--- src/rtl/vector_pipeline_ctrl.sv ---
// Stall/flush sequencer for the four-register vector pipeline (IF/ID, ID/EX, EX/MEM, MEM/WB).
// Outputs are Mealy: they combine the registered state with this cycle's hazard inputs.
module vector_pipeline_ctrl #(
  parameter int REG_ADDR_W = 4,
  parameter int VLAT       = 4,
  parameter int CNT_W      = 8
) (
  input  logic                  clk,
  input  logic                  reset,
  input  logic                  id_valid,
  input  logic [REG_ADDR_W-1:0] id_rs1,
  input  logic [REG_ADDR_W-1:0] id_rs2,
  input  logic                  id_rs1_used,
  input  logic                  id_rs2_used,
  input  logic                  ex_valid,
  input  logic                  ex_we,
  input  logic [REG_ADDR_W-1:0] ex_rd,
  input  logic                  ex_multi,
  input  logic                  mem_valid,
  input  logic                  mem_we,
  input  logic [REG_ADDR_W-1:0] mem_rd,
  input  logic                  branch_taken,
  input  logic                  mem_stall,
  output logic                  pc_en,
  output logic                  en_ifid,
  output logic                  en_idex,
  output logic                  en_exmem,
  output logic                  en_memwb,
  output logic                  flush_ifid,
  output logic                  flush_idex,
  output logic                  flush_exmem,
  output logic                  flush_memwb,
  output logic                  busy,
  output logic [15:0]           stall_cycles
);

  typedef enum logic [1:0] {RUN, MULTI, MEMWAIT} state_t;

  localparam logic [CNT_W-1:0] CNT_LOAD = CNT_W'(VLAT - 2);

  state_t           state, state_nxt;
  state_t           ret_state, ret_state_nxt;
  state_t           eff_state;
  logic [CNT_W-1:0] cnt, cnt_nxt;

  logic multi_entry;
  logic multi_hold;
  logic hold;
  logic branch;
  logic ex_fwd, mem_fwd;
  logic rs1_hit, rs2_hit;
  logic raw_hazard;

  // A memory wait resumes evaluation in the saved state within the release cycle.
  assign eff_state = (state == MEMWAIT) ? ret_state : state;

  assign multi_entry = (eff_state == RUN) && ex_valid && ex_multi;
  assign multi_hold  = (eff_state == MULTI) && (cnt != '0);
  assign hold        = multi_entry || multi_hold;
  assign branch      = ex_valid && branch_taken;

  // No WB comparison: the register file writes in the first half-cycle.
  assign ex_fwd  = ex_valid && ex_we;
  assign mem_fwd = mem_valid && mem_we;
  assign rs1_hit = id_rs1_used && ((ex_fwd && (id_rs1 == ex_rd)) || (mem_fwd && (id_rs1 == mem_rd)));
  assign rs2_hit = id_rs2_used && ((ex_fwd && (id_rs2 == ex_rd)) || (mem_fwd && (id_rs2 == mem_rd)));
  assign raw_hazard = id_valid && (rs1_hit || rs2_hit);

  // State register
  always_ff @(posedge clk) begin
    // NOTE: sequential state uses non-blocking assignments so every register samples pre-edge values.
    if (reset) begin
      state        <= RUN;
      ret_state    <= RUN;
      cnt          <= '0;
      stall_cycles <= '0;
    end else begin
      state     <= state_nxt;
      ret_state <= ret_state_nxt;
      cnt       <= cnt_nxt;
      if (!pc_en && (stall_cycles != 16'hFFFF))
        stall_cycles <= stall_cycles + 16'd1;
    end
  end

  // Next-state logic
  always_comb begin
    // NOTE: every comb output gets a default first so no path can infer a latch.
    state_nxt     = state;
    ret_state_nxt = ret_state;
    cnt_nxt       = cnt;
    if (mem_stall) begin
      state_nxt     = MEMWAIT;
      ret_state_nxt = eff_state;
    end else begin
      unique case (eff_state)
        RUN: begin
          if (multi_entry) begin
            state_nxt = MULTI;
            cnt_nxt   = CNT_LOAD;
          end else begin
            state_nxt = RUN;
          end
        end
        MULTI: begin
          if (multi_hold) begin
            state_nxt = MULTI;
            cnt_nxt   = cnt - CNT_W'(1);
          end else begin
            state_nxt = RUN;
          end
        end
        default: state_nxt = RUN;
      endcase
    end
  end

  // Output logic
  always_comb begin
    pc_en       = 1'b1;
    en_ifid     = 1'b1;
    en_idex     = 1'b1;
    en_exmem    = 1'b1;
    en_memwb    = 1'b1;
    flush_ifid  = 1'b0;
    flush_idex  = 1'b0;
    flush_exmem = 1'b0;
    flush_memwb = 1'b0;
    busy        = (state != RUN);
    if (reset) begin
      pc_en       = 1'b0;
      en_ifid     = 1'b0;
      en_idex     = 1'b0;
      en_exmem    = 1'b0;
      en_memwb    = 1'b0;
      flush_ifid  = 1'b1;
      flush_idex  = 1'b1;
      flush_exmem = 1'b1;
      flush_memwb = 1'b1;
      busy        = 1'b0;
    end else if (mem_stall) begin
      pc_en    = 1'b0;
      en_ifid  = 1'b0;
      en_idex  = 1'b0;
      en_exmem = 1'b0;
      en_memwb = 1'b0;
    end else if (hold) begin
      // EX/MEM is cleared rather than frozen so the op in EX is not duplicated downstream.
      pc_en       = 1'b0;
      en_ifid     = 1'b0;
      en_idex     = 1'b0;
      flush_exmem = 1'b1;
    end else if (branch) begin
      flush_ifid = 1'b1;
      flush_idex = 1'b1;
    end else if (raw_hazard) begin
      pc_en      = 1'b0;
      en_ifid    = 1'b0;
      flush_idex = 1'b1;
    end
  end

endmodule

--- config.mk ---
export PLATFORM = sky130hd
export DESIGN_NAME = vector_pipeline_ctrl
export DESIGN_NICKNAME = d
export VERILOG_FILES = /design/src/rtl/vector_pipeline_ctrl.sv
export SDC_FILE = /design/constraint.sdc
export NUM_CORES = 1
export LEC_CHECK = 0
export ABC_AREA = 1
export ABC_CLOCK_PERIOD_IN_PS = 3200
export CORE_MARGIN = 2
export CORE_UTILIZATION = 35
export DETAILED_ROUTE_END_ITERATION = 10
export DONT_BUFFER_PORTS = 1
export GPL_TIMING_DRIVEN = 0
export PLACE_DENSITY = 0.56
export SKIP_LAST_GASP = 1
export SLEW_MARGIN = 20
export SYNTH_ARGS = -nofsm -noshare
export SYNTH_HDL_FRONTEND = slang
export SYNTH_SLANG_ARGS = --single-unit
--- constraint.sdc ---
create_clock -name clk -period 3.2 [get_ports clk]
set_clock_uncertainty 0.15 [all_clocks]
set_input_delay 0.32 -clock clk [delete_from_list [all_inputs] [get_ports clk]]
set_output_delay 0.32 -clock clk [all_outputs]
set_load 0.02 [all_outputs]
# Yosys cells after proc, flatten, opt, wreduce, memory -nomap -nowiden
# Index checks and enable logic that the tools add are counted.
# Widths: inputs -> output; s select.
# op_classes
add_sub_neg,2
muxes,32
eq_ne,9
reduce_logical,25
n_bitwise,1
# op_table
op,count
$mux 1,26
$add 16x1->16 const B,1
$eq 4x4->1,4
$mux 8,2
$ne 16x16->1 const B,1
$pmux 8 s2,1
$logic_and 1x1->1,14
$reduce_bool 8->1,1
$sub 8x1->8 const B,1
$logic_or 1x1->1,4
$mux 2,2
$ne 2x2->1 const B,2
$pmux 2 s2,1
$reduce_and 4->1,1
$reduce_bool 2->1,2
$eq 2x1->1 const B,1
$eq 2x2->1 const B,1
$logic_not 2->1,1
$reduce_or 2->1,1
$logic_not 1->1,1
$not 1->1,1
# totals
reg_bits,28
in_bits,28
out_inout_bits,26

# Logic depth before layout (Yosys ltp)
# Gate-level depths: netlist (run 1).
# logic_depth
word_depth,13
ltp_mapped,14
depth_no_buf,13

# Worst setup path before layout (run 1)
# OpenSTA, ideal clock, no wires.
# synth_path
path_kind,input-to-output
startpoint,input port mem_stall
endpoint,output port pc_en
t_required_ns,2.730
n_path_buf,2
arrival_time_ns,1.846
path_stages,7
slack_ns,0.884
path_cell_list,nor2_1 inv_1 nor2_2 nand2_4 buf_2 inv_1 buf_4
# synth_between
elab_chain_cells,2
# synth_rtl
item,line_no,rtl
from (decl),23,"input logic mem_stall,"
$mux 1 (2 in series),n/a,
to (decl),24,"output logic pc_en,"
# Every way passes these cells.

# Worst setup path in the final report (run 1)
# layout_path
startpoint,register cnt[2]
endpoint,output port pc_en
# layout_between
elab_chain_cells,6
# layout_rtl
item,line_no,rtl
from (decl),44,"logic [CNT_W-1:0] cnt, cnt_nxt;"
from (signal assigned),80,cnt <= cnt_nxt;
$reduce_bool 8->1,58,assign multi_hold = (eff_state == MULTI) && (cnt != '0);
$logic_and 1x1->1,58,
$logic_or 1x1->1,59,assign hold = multi_entry || multi_hold;
$mux 1 (3 in series),n/a,
# Every way passes these cells.

==> results of run 1 <==
==> cell usage in the layout, fill, tap and decap left out, drive strengths merged, types with 5 or more instances in the layout <==
master / instances
a21oi: 28
clkbuf: 5
nor2: 29
dfxtp: 28
inv: 45
nor3: 5
buf: 8
xnor2: 7
nand3: 32
nand2: 93
xor2: 12
==> where the power goes <==
group          internal (W)  leakage [nW]  switching (W)  total (W)
clock              0.000110        0.0288       0.000113   0.000224
sequential         0.000359         0.227      0.0000175   0.000377
combinational     0.0000465         0.693      0.0000809   0.000127
==> how the worst min path moves through the flow <==
stage	start	endpoint	slack (ps)
after detailed placement	ret_state[0]	ret_state[0]	300
after CTS	reset	cnt[6]	50
final	mem_stall	state[1]	60
after global placement	ret_state[0]	ret_state[0]	300
after global routing	mem_stall	state[1]	70
after floorplan	ret_state[0]	ret_state[0]	280
==> Yosys cell counts <==
library cell,count
sky130_fd_sc_hd__clkbuf_1,1
sky130_fd_sc_hd__buf_6,2
sky130_fd_sc_hd__buf_12,1
sky130_fd_sc_hd__o21ai_0,4
sky130_fd_sc_hd__buf_4,3
sky130_fd_sc_hd__a21oi_2,10
sky130_fd_sc_hd__nor3b_1,1
sky130_fd_sc_hd__or3_1,1
sky130_fd_sc_hd__nor2_1,27
sky130_fd_sc_hd__nand3_1,31
sky130_fd_sc_hd__nand2_8,1
sky130_fd_sc_hd__nor2_2,2
sky130_fd_sc_hd__dfxtp_1,28
sky130_fd_sc_hd__inv_1,41
sky130_fd_sc_hd__nor3_4,1
sky130_fd_sc_hd__nor4_1,1
sky130_fd_sc_hd__or2_2,1
sky130_fd_sc_hd__nand3_2,1
sky130_fd_sc_hd__buf_2,1
sky130_fd_sc_hd__nand2_4,1
sky130_fd_sc_hd__nand2_2,3
sky130_fd_sc_hd__inv_2,4
sky130_fd_sc_hd__or2_0,1
sky130_fd_sc_hd__and3_1,1
sky130_fd_sc_hd__a21oi_1,18
sky130_fd_sc_hd__o21bai_1,1
sky130_fd_sc_hd__nand4_1,4
sky130_fd_sc_hd__nand2_1,88
sky130_fd_sc_hd__nor3_1,4
sky130_fd_sc_hd__xor2_1,12
sky130_fd_sc_hd__xnor2_1,7
sky130_fd_sc_hd__buf_1,1
sky130_fd_sc_hd__ha_1,3
==> metrics by stage <==
step	worst slack, ps	instance area (sq um)	utilization (%)	power (W)	std cells
floorplan	884	1980	-	0.000490	306
global placement	668	2070	37.7	0.000513	378
detailed placement	645	2070	37.7	0.000514	378
CTS	462	2120	38.8	0.000740	382
global route	323	2120	38.8	0.000769	382
finish	496	2120	38.8	0.000728	382
==> per-layer routing <==
metal  GRT usage [%]  vias to the layer above  routed length [um]
met5               0                        -                   0
met4            4.14                        0                  30
met3            3.64                        2                 319
met2            25.2                       42                1960
met1            17.2                      791                2040
li1                -                      962                   -
==> sequential cells by signal, indices dropped and copies added, names as in the netlist <==
signal,cells
stall_cycles,16
cnt,8
ret_state,2
state,2
==> cell type report <==
cell class | count | area share (%)
Inverter | 45 | 7.96
Multi-Input combinational cell | 224 | 55.1
Tap cell | 72 | 4.25
Clock buffer | 4 | 2.60
Sequential cell | 28 | 26.4
Buffer | 9 | 3.66
==> worst reg2reg max path, delay by kind of cell (launching register included) <==
family | cells | cell delay, ps
adders and majority gates | 1 | 290
DFF | 1 | 590
and+or+nand+nor | 5 | 720
AOI/OAI and AO/OA | 1 | 120
buffers and inverters | 3 | 420
==> cells by family (layout without fill, tap and decap cells) <==
logic type	Yosys count	count (layout)	share of synthesized area, %
and+or+nand+nor	169	169	38.4
adders and majority gates	3	3	1.90
AOI/OAI and AO/OA	33	33	10.4
DFF	28	28	28.4
xor gates and xnor gates	19	19	8.42
buffers and inverters	54	58	12.5
==> metrics.txt, run 1 <==
clock buffers created by TritonCTS 3; number of library cell types mapped by synthesis 33; initial drt markers 66; wire length of the first global-routing pass roughly 7300 um; DIE WIDTH ~80 um; unrepaired setup endpoints after global routing no; count of nets left with antenna violations after detail routing 0; worst hold path depth 2; buffer depth of the longest clock path 2; source of the worst register-to-register timing path stall_cycles[0]; summed instance area of the synthesized netlist about 2000 sq um; number of instances resized during post-cts repair 0; worst ir drop on vdd between 0.15 and 0.2 mV; hold_ws 57.9 ps; initial core utilization a little over a third; Gate Count Post-Synth around 310; path category of the worst min-delay check in -> reg; family of cells with the greatest summed delay on the critical path simple AND/OR/NAND/NOR gates; endpoint required time on the critical path approximately 2700 ps; vias in the first global route 1687; num rows 27; ratio of cells with drive above 1 in the final layout a little under an eighth; post-route clock period utilization a little over four fifths; die area between 6000 and 7000 sq um; multi-input gate area in the final layout about 1200 sq um; post-CTS setup buffers 0; via count 1797; most area-consuming cells after synthesis sky130_fd_sc_hd__dfxtp_1 (28%), sky130_fd_sc_hd__nand2_1 (17%), sky130_fd_sc_hd__nand3_1 (7.9%); detailed placer's ending HPWL 3500 um; post-detailed-routing wire length 4350 um; R2R Path End stall_cycles[8]; Crit Path Max Fanout 10; mean area per synthesized cell 6.46 sq um; DRC errors left 0; GP Congestion ~0.8; number of levels the H-tree was split into 1; Crit path largest cell delay about 340 ps; clk sinks 28; fill cell count a little under 600; PwrDens 343 nW/um^2; count of cells along the worst register-to-register path 10; Wirelength per Cell between 10 and 15 um; number of ports placed on the die boundary 54; Pre-Repair DR Iteration Count 4; worst path arrival time between 2000 and 2500 ps; total routing resource utilization after global routing around 14%; Setup crit end pc_en; number of buffers inserted for hold repair after clock tree synthesis 0; antenna fix cells 0; Tightest Pin Transition ~700 ps; time the worst path needs with I/O delays and setup 2700 ps; highest clock frequency the design can meet between 300 and 400 MHz; Final Max Tran Viols 0; number of buffers added on ports 0; post-synthesis cell type with the largest combined area sky130_fd_sc_hd__dfxtp_1; net count after synthesis ~340; max-cap check violation count 0; hold violation total from the final report 0; Congestion Overflow GR 0; worst setup path class reg -> out; Yosys warning total 0; CTS root buf sky130_fd_sc_hd__clkbuf_8; maximum number of pins on one net before global-route repair 16; latest clock arrival within the worst-skew pair 270 ps; area delta synth->final 7.35%; CTS clock-pin slew for the worst setup and hold paths 90 ps; list of cells traversed by the critical path nor2_1 -> nand2_1 -> inv_2 -> nand4_1 -> nand2_1 -> inv_2 -> nor2_2 -> nand2_4 -> buf_2 -> inv_1 -> buf_4; DIE HEIGHT 79.1 um; outcome complete, no violations; total negative slack 0 ps; share of the synthesized area in the top cell type 28.4%; antenna violations before repair 0; Reg2Reg Setup Slack roughly 850 ps; number of vias per cell after detailed routing approximately 4.7; clock tree from TritonCTS built; headroom to the max-slew limit between 50% and 60%; placeable core region 5470 sq um; kind of start point of the critical path flip-flop; fin nets ~340; sequential cell area between 500 and 600 sq um; endpoint type of the worst setup path output port; standby leakage power between 0.9 and 1 nW; Final setup viols 0; register bit total from synthesis 28; cell type of the slowest stage on the worst timing path sky130_fd_sc_hd__dfxtp_1; Setup crit start cnt[2]; critical path buffer and inverter count 5; cell depth of the worst setup path 11; part of the Yosys area used for sequential elements approximately 28%
(Power assumes the default switching activity.)
==> inputs of run 2 (changes only) <==
- ABC_CLOCK_PERIOD_IN_PS: 3200 -> 2550
- clock period: 3.2 -> 2.55 ns (I/O delays scaled with it)
==> run 2 against run 1 <==
Compared with the run above: routed wire length increased by 0.94%; sequential share of layout area decreased by 0.52 points; cell count increased by 1.0%; final area increased by 2.0%; worst hold slack got worse by 31 ps; power increased by 27%; first-iteration DRC count decreased by 15%; sequential cell count unchanged; clock-buffer cell count unchanged; combinational power increased by 32%; via count increased by 1.6%; die area unchanged; largest cell class unchanged.
==> metrics.txt, run 2 (synthesized netlist as in run 1, its figures left out) <==
placeable core region 5470 sq um; post-detailed-routing wire length between 4000 and 5000 um; count of nets left with antenna violations after detail routing 0; overall power after layout between 0.0009 and 0.001 W; fin nets about 350; antenna fix cells 0; time the worst path needs with I/O delays and setup roughly 2400 ps; detailed placer's ending HPWL roughly 3500 um; initial core utilization 36.1%; DRC errors left 0; num rows 27; number of levels the H-tree was split into 1; leading cell types in the layout, fill and taps excluded sky130_fd_sc_hd__nand2_1 (88), sky130_fd_sc_hd__inv_1 (40), sky130_fd_sc_hd__nand3_1 (31); highest clock frequency the design can meet 424 MHz; buffer depth of the longest clock path 2; worst path arrival time about 2000 ps; PwrDens about 430 nW/um^2; most common cell after layout, fill and taps aside sky130_fd_sc_hd__nand2_1; Final Max Tran Viols 0; clock buffers created by TritonCTS 3; total negative slack 0 ps; antenna violations before repair 0; CTS clock-pin slew for the worst setup and hold paths around 90 ps; area delta synth->final 9.50%; headroom to the max-slew limit a little over half; worst ir drop on vdd ~0.19 mV; kind of start point of the critical path flip-flop; count of cells along the worst register-to-register path 10; Final setup viols 0; ratio of cells with drive above 1 in the final layout 12.1%; wire length of the first global-routing pass around 7400 um; Congestion Overflow GR 0; initial drt markers between 50 and 60; post-route clock period utilization 92.5%; clk sinks 28; die area between 6000 and 7000 sq um; total routing resource utilization after global routing approximately 14%; number of ports placed on the die boundary between 50 and 60; CTS root buf sky130_fd_sc_hd__clkbuf_8; worst setup path class reg -> out; path category of the worst min-delay check in -> reg; GP Congestion between 0.8 and 0.9; hold violation total from the final report 0; outcome complete, no violations; Crit Path Max Fanout 10; endpoint required time on the critical path about 2100 ps; number of vias per cell after detailed routing 4.73; vias in the first global route around 1700; DIE WIDTH between 70 and 80 um; fill cell count 593; standby leakage power about 0.97 nW; Tightest Pin Transition 704 ps; endpoint type of the worst setup path output port; max-cap check violation count 0; latest clock arrival within the worst-skew pair approximately 280 ps; unrepaired setup endpoints after global routing no; number of buffers added on ports 0; via count 1825; clock tree from TritonCTS built; flip-flop count of the largest register, all copies and words added 16; DIE HEIGHT 79.1 um; register ranked first by flip-flop count stall_cycles; Wirelength per Cell approximately 11 um; maximum number of pins on one net before global-route repair 16; Pre-Repair DR Iteration Count 4; top flop regs stall_cycles x16, cnt x8; worst hold path depth 3
run 2: changes by cell type in the layout (fill, tap and decap cells not counted), sizes merged:
cell         before  now
dlygate4sd3       0    2
clkbuf            5    6
buf               8    9
run 2: where the power goes:
group          internal, W  switching, W  leakage (nW)
clock network     0.000138      0.000143        0.0288
logic            0.0000633      0.000104         0.711
registers         0.000451     0.0000220         0.227
total             0.000652      0.000269         0.967
run 2: final timing paths:
| path | endpoint | slack (ps) | startpoint |
|---|---|---|---|
| worst max-delay path | pc_en | 190 | cnt[2] |
| worst min-delay path | stall_cycles[0] | 30 | reset |
| worst max register to register | stall_cycles[8] | 210 | stall_cycles[0] |
| worst min register to register | ret_state[0] | 310 | ret_state[0] |
run 2: worst max-delay path: stages (launching register included):
cell and delay, ps:
sky130_fd_sc_hd__dfxtp_1 340, sky130_fd_sc_hd__nor2_1 140, sky130_fd_sc_hd__nand2_1 80, sky130_fd_sc_hd__inv_2 70, sky130_fd_sc_hd__nand4_1 90, sky130_fd_sc_hd__nand2_1 150, sky130_fd_sc_hd__inv_2 60, sky130_fd_sc_hd__nor2_4 200
sky130_fd_sc_hd__nand2_4 80, sky130_fd_sc_hd__clkbuf_4 190, sky130_fd_sc_hd__inv_2 120, sky130_fd_sc_hd__buf_4 150
run 2: per-stage QoR:
stage	hold WS, ps	util (%)	worst slack [ps]	instance area [sq um]	instances
after floorplan	256	-	364	1980	306
after global placement	275	37.7	148	2070	378
after detailed placement	284	37.7	125	2070	378
after CTS	15.8	39.2	73.3	2150	384
after global routing	36.9	39.5	48.1	2160	386
final	27.2	39.5	190	2160	386
run 2: what timing repair did:
item	in CTS	in global routing
endpoints found under the setup margin	2	1
gates resized for setup	3	1
gates cloned	0	0
pin swaps	0	2
hold endpoints to repair	2	0
hold buffers	2	0
setup buffers	0	2
run 2: cell type report:
| type | count | area, sq um | area share [%] |
|---|---|---|---|
| inverter | 45 | 169 | 7.81 |
| timing repair buffer | 4 | 35.0 | 1.62 |
| multi-input combinational | 224 | 1170 | 54.3 |
| sequential | 28 | 561 | 25.9 |
| buffer | 9 | 80.1 | 3.70 |
| tap | 72 | 90.1 | 4.16 |
| clock buffer | 4 | 55.1 | 2.54 |
run 2: layer usage:
layer,up-vias,global-route usage [%],part of all wire (%)
li1,972,-,-
met1,798,17.2,46
met2,51,25.3,45
met3,4,3.64,7.5
met4,0,4.66,1.0
met5,-,0,0
==> inputs of run 3 (changes only) <==
- CORE_UTILIZATION: 35 -> 40
- PLACE_DENSITY: 0.56 -> 0.61
==> run 3 against run 2 <==
Compared with the run above: sequential power hardly changed; critical path depth is 1 lower; clock power is 26% higher; routed wire length is 1.1% higher; cell count is 1.3% lower; register-to-register slack better by 20 ps; fmax is 0.26% higher; die area is 12% lower; sequential cell count stayed put; utilization is 6.2 points higher; highest routed layer unchanged.
==> metrics.txt, run 3 (synthesized netlist as in run 1, its figures left out) <==
outcome complete, no violations; final non-filler cell area 2180 sq um; post-route clock period utilization slightly above 90%; launch instance of the worst min-delay path reset; number of levels the H-tree was split into 1; number of cells after detailed placement around 370; DRC errors left 0; flip-flop count of the largest register, all copies and words added 16; maximum number of pins on one net before global-route repair 17; initial drt markers 52; Final Max Tran Viols 0; register ranked first by flip-flop count stall_cycles; num rows 25; worst setup path class reg -> out; cell type of the slowest stage on the worst timing path sky130_fd_sc_hd__dfxtp_1; clock tree from TritonCTS built; number of buffers added on ports 0; Crit Path Max Fanout 10; standby leakage power around 0.97 nW; Final setup viols 0; latest clock arrival within the worst-skew pair roughly 280 ps; PwrDens between 400 and 500 nW/um^2; gr busiest metal met2; clk sinks 28; fin nets ~350; antenna violations before repair 0; antenna fix cells 0; met2 layer usage reported by global route between 20% and 30%; kind of start point of the critical path flip-flop; placeable core region 4750 sq um; time the worst path needs with I/O delays and setup roughly 2400 ps; path category of the worst min-delay check in -> reg; DIE HEIGHT approximately 74 um; source of the worst register-to-register timing path stall_cycles[0]; area delta synth->final 10.1%; endpoint type of the worst setup path output port; die area between 5000 and 6000 sq um; leading cell types in the layout, fill and taps excluded sky130_fd_sc_hd__nand2_1 (87), sky130_fd_sc_hd__inv_1 (40), sky130_fd_sc_hd__nand3_1 (31); headroom to the max-slew limit between 50% and 60%; highest clock frequency the design can meet approximately 420 MHz; number of ports placed on the die boundary 54; detailed placer's ending HPWL roughly 3500 um; most common cell after layout, fill and taps aside sky130_fd_sc_hd__nand2_1; post-detailed-routing wire length between 4000 and 5000 um; worst path arrival time 1950 ps; count of nets left with antenna violations after detail routing 0; Final Non-Filler Cells about 380; global-route met1 utilization 21.8%; critical path buffer and inverter count 5; clock buffers created by TritonCTS 3; CTS clock-pin slew for the worst setup and hold paths 100 ps; most used cell along the critical path sky130_fd_sc_hd__inv_2; Tightest Pin Transition between 600 and 700 ps; ratio of cells with drive above 1 in the final layout ~12%; Crit path largest cell delay 320 ps; vias in the first global route about 1600; family of cells with the greatest summed delay on the critical path buffers and inverters; worst ir drop on vdd between 0.15 and 0.2 mV; max-cap check violation count 0; wire length of the first global-routing pass around 7100 um; GRT met3 Usage under 10%; Setup crit start cnt[0]; total negative slack 0 ps; total routing resource utilization after global routing between 15 and 20%; via count 1800; GP Congestion 0.777; Pre-Repair DR Iteration Count 4; Wirelength per Cell around 12 um; hold violation total from the final report 0; Congestion Overflow GR 0; buffer depth of the longest clock path 2; list of cells traversed by the critical path inv_1 -> ha_1 -> nand4_1 -> nand2_2 -> inv_2 -> nor2_4 -> nand2_4 -> clkbuf_4 -> inv_2 -> buf_4; DIE WIDTH roughly 74 um; unrepaired setup endpoints after global routing no; CTS root buf sky130_fd_sc_hd__clkbuf_8; initial core utilization roughly 42%; placement-stage cell area approximately 2100 sq um; number of vias per cell after detailed routing ~4.7; endpoint required time on the critical path roughly 2100 ps; top flop regs stall_cycles x16, cnt x8; fraction of the core area covered by cells at the end of the flow 45.8%
## run 3: changes by cell type in the layout (fill, tap and decap cells not counted)
cell	delta
sky130_fd_sc_hd__bufinv_16	+1
sky130_fd_sc_hd__clkbuf_8	-1
sky130_fd_sc_hd__nand2_1	-1
sky130_fd_sc_hd__nand2_2	+1
## run 3: path summary, 6_finish.rpt
path                                   endpoint  slack, ps  depth (start not counted)
worst max register to register  stall_cycles[5]        230                         10
worst min register to register           cnt[0]        320                          2
worst min-delay path            stall_cycles[0]         20                          3
worst max-delay path                      pc_en        200                         10
## run 3: per-layer routing
metal  wire length [um]  vias to the layer above  share of wire, %
met2               1970                       36                44
li1                   -                      971                 -
met3                289                        4               6.5
met5                  0                        -                 0
met4                 46                        0               1.0
met1               2130                      789                48
## run 3: layout make-up
cell class | instances | area [sq um]
Sequential cell | 28 | 561
Clock buffer | 3 | 41.3
Buffer | 9 | 80.1
Fill cell | 520 | 2580
Multi-Input combinational cell | 224 | 1180
Tap cell | 67 | 83.8
Clock inverter | 1 | 30.0
Inverter | 45 | 169
Timing Repair Buffer | 4 | 35.0
## run 3: what timing repair did
item,CTS,global route
endpoints found under the hold margin,2,0
hold buffers,2,0
endpoints found under the setup margin,2,1
pin swaps,0,2
resized for setup,3,2
buffers inserted,0,2
## run 3: per-stage QoR
| stage | total power (W) | worst slack [ps] | hold slack [ps] |
|---|---|---|---|
| final | 0.000995 | 196 | 23.2 |
| after global routing | 0.00106 | 54.6 | 17.0 |
| after detailed placement | 0.000644 | 161 | 274 |
| after floorplan | 0.000615 | 364 | 256 |
| after global placement | 0.000643 | 156 | 275 |
| after CTS | 0.00101 | 54.7 | 12.2 |
## run 3: where the power goes
group / switching (W) / internal [W]
sequential: 0.0000222 / 0.000451
clock: 0.000143 / 0.000210
combinational: 0.000105 / 0.0000639
total: 0.000270 / 0.000725
## run 3: worst reg2reg max path: stages, from the launching register on
cell                      delay, ps
sky130_fd_sc_hd__dfxtp_1        580
sky130_fd_sc_hd__ha_1           280
sky130_fd_sc_hd__nand3_1        140
sky130_fd_sc_hd__inv_2          130
sky130_fd_sc_hd__nand3_2         90
sky130_fd_sc_hd__or3_1          330
sky130_fd_sc_hd__buf_6          160
sky130_fd_sc_hd__nand2_8         90
sky130_fd_sc_hd__buf_12         130
sky130_fd_sc_hd__nand2_1         60
sky130_fd_sc_hd__a21oi_2        120
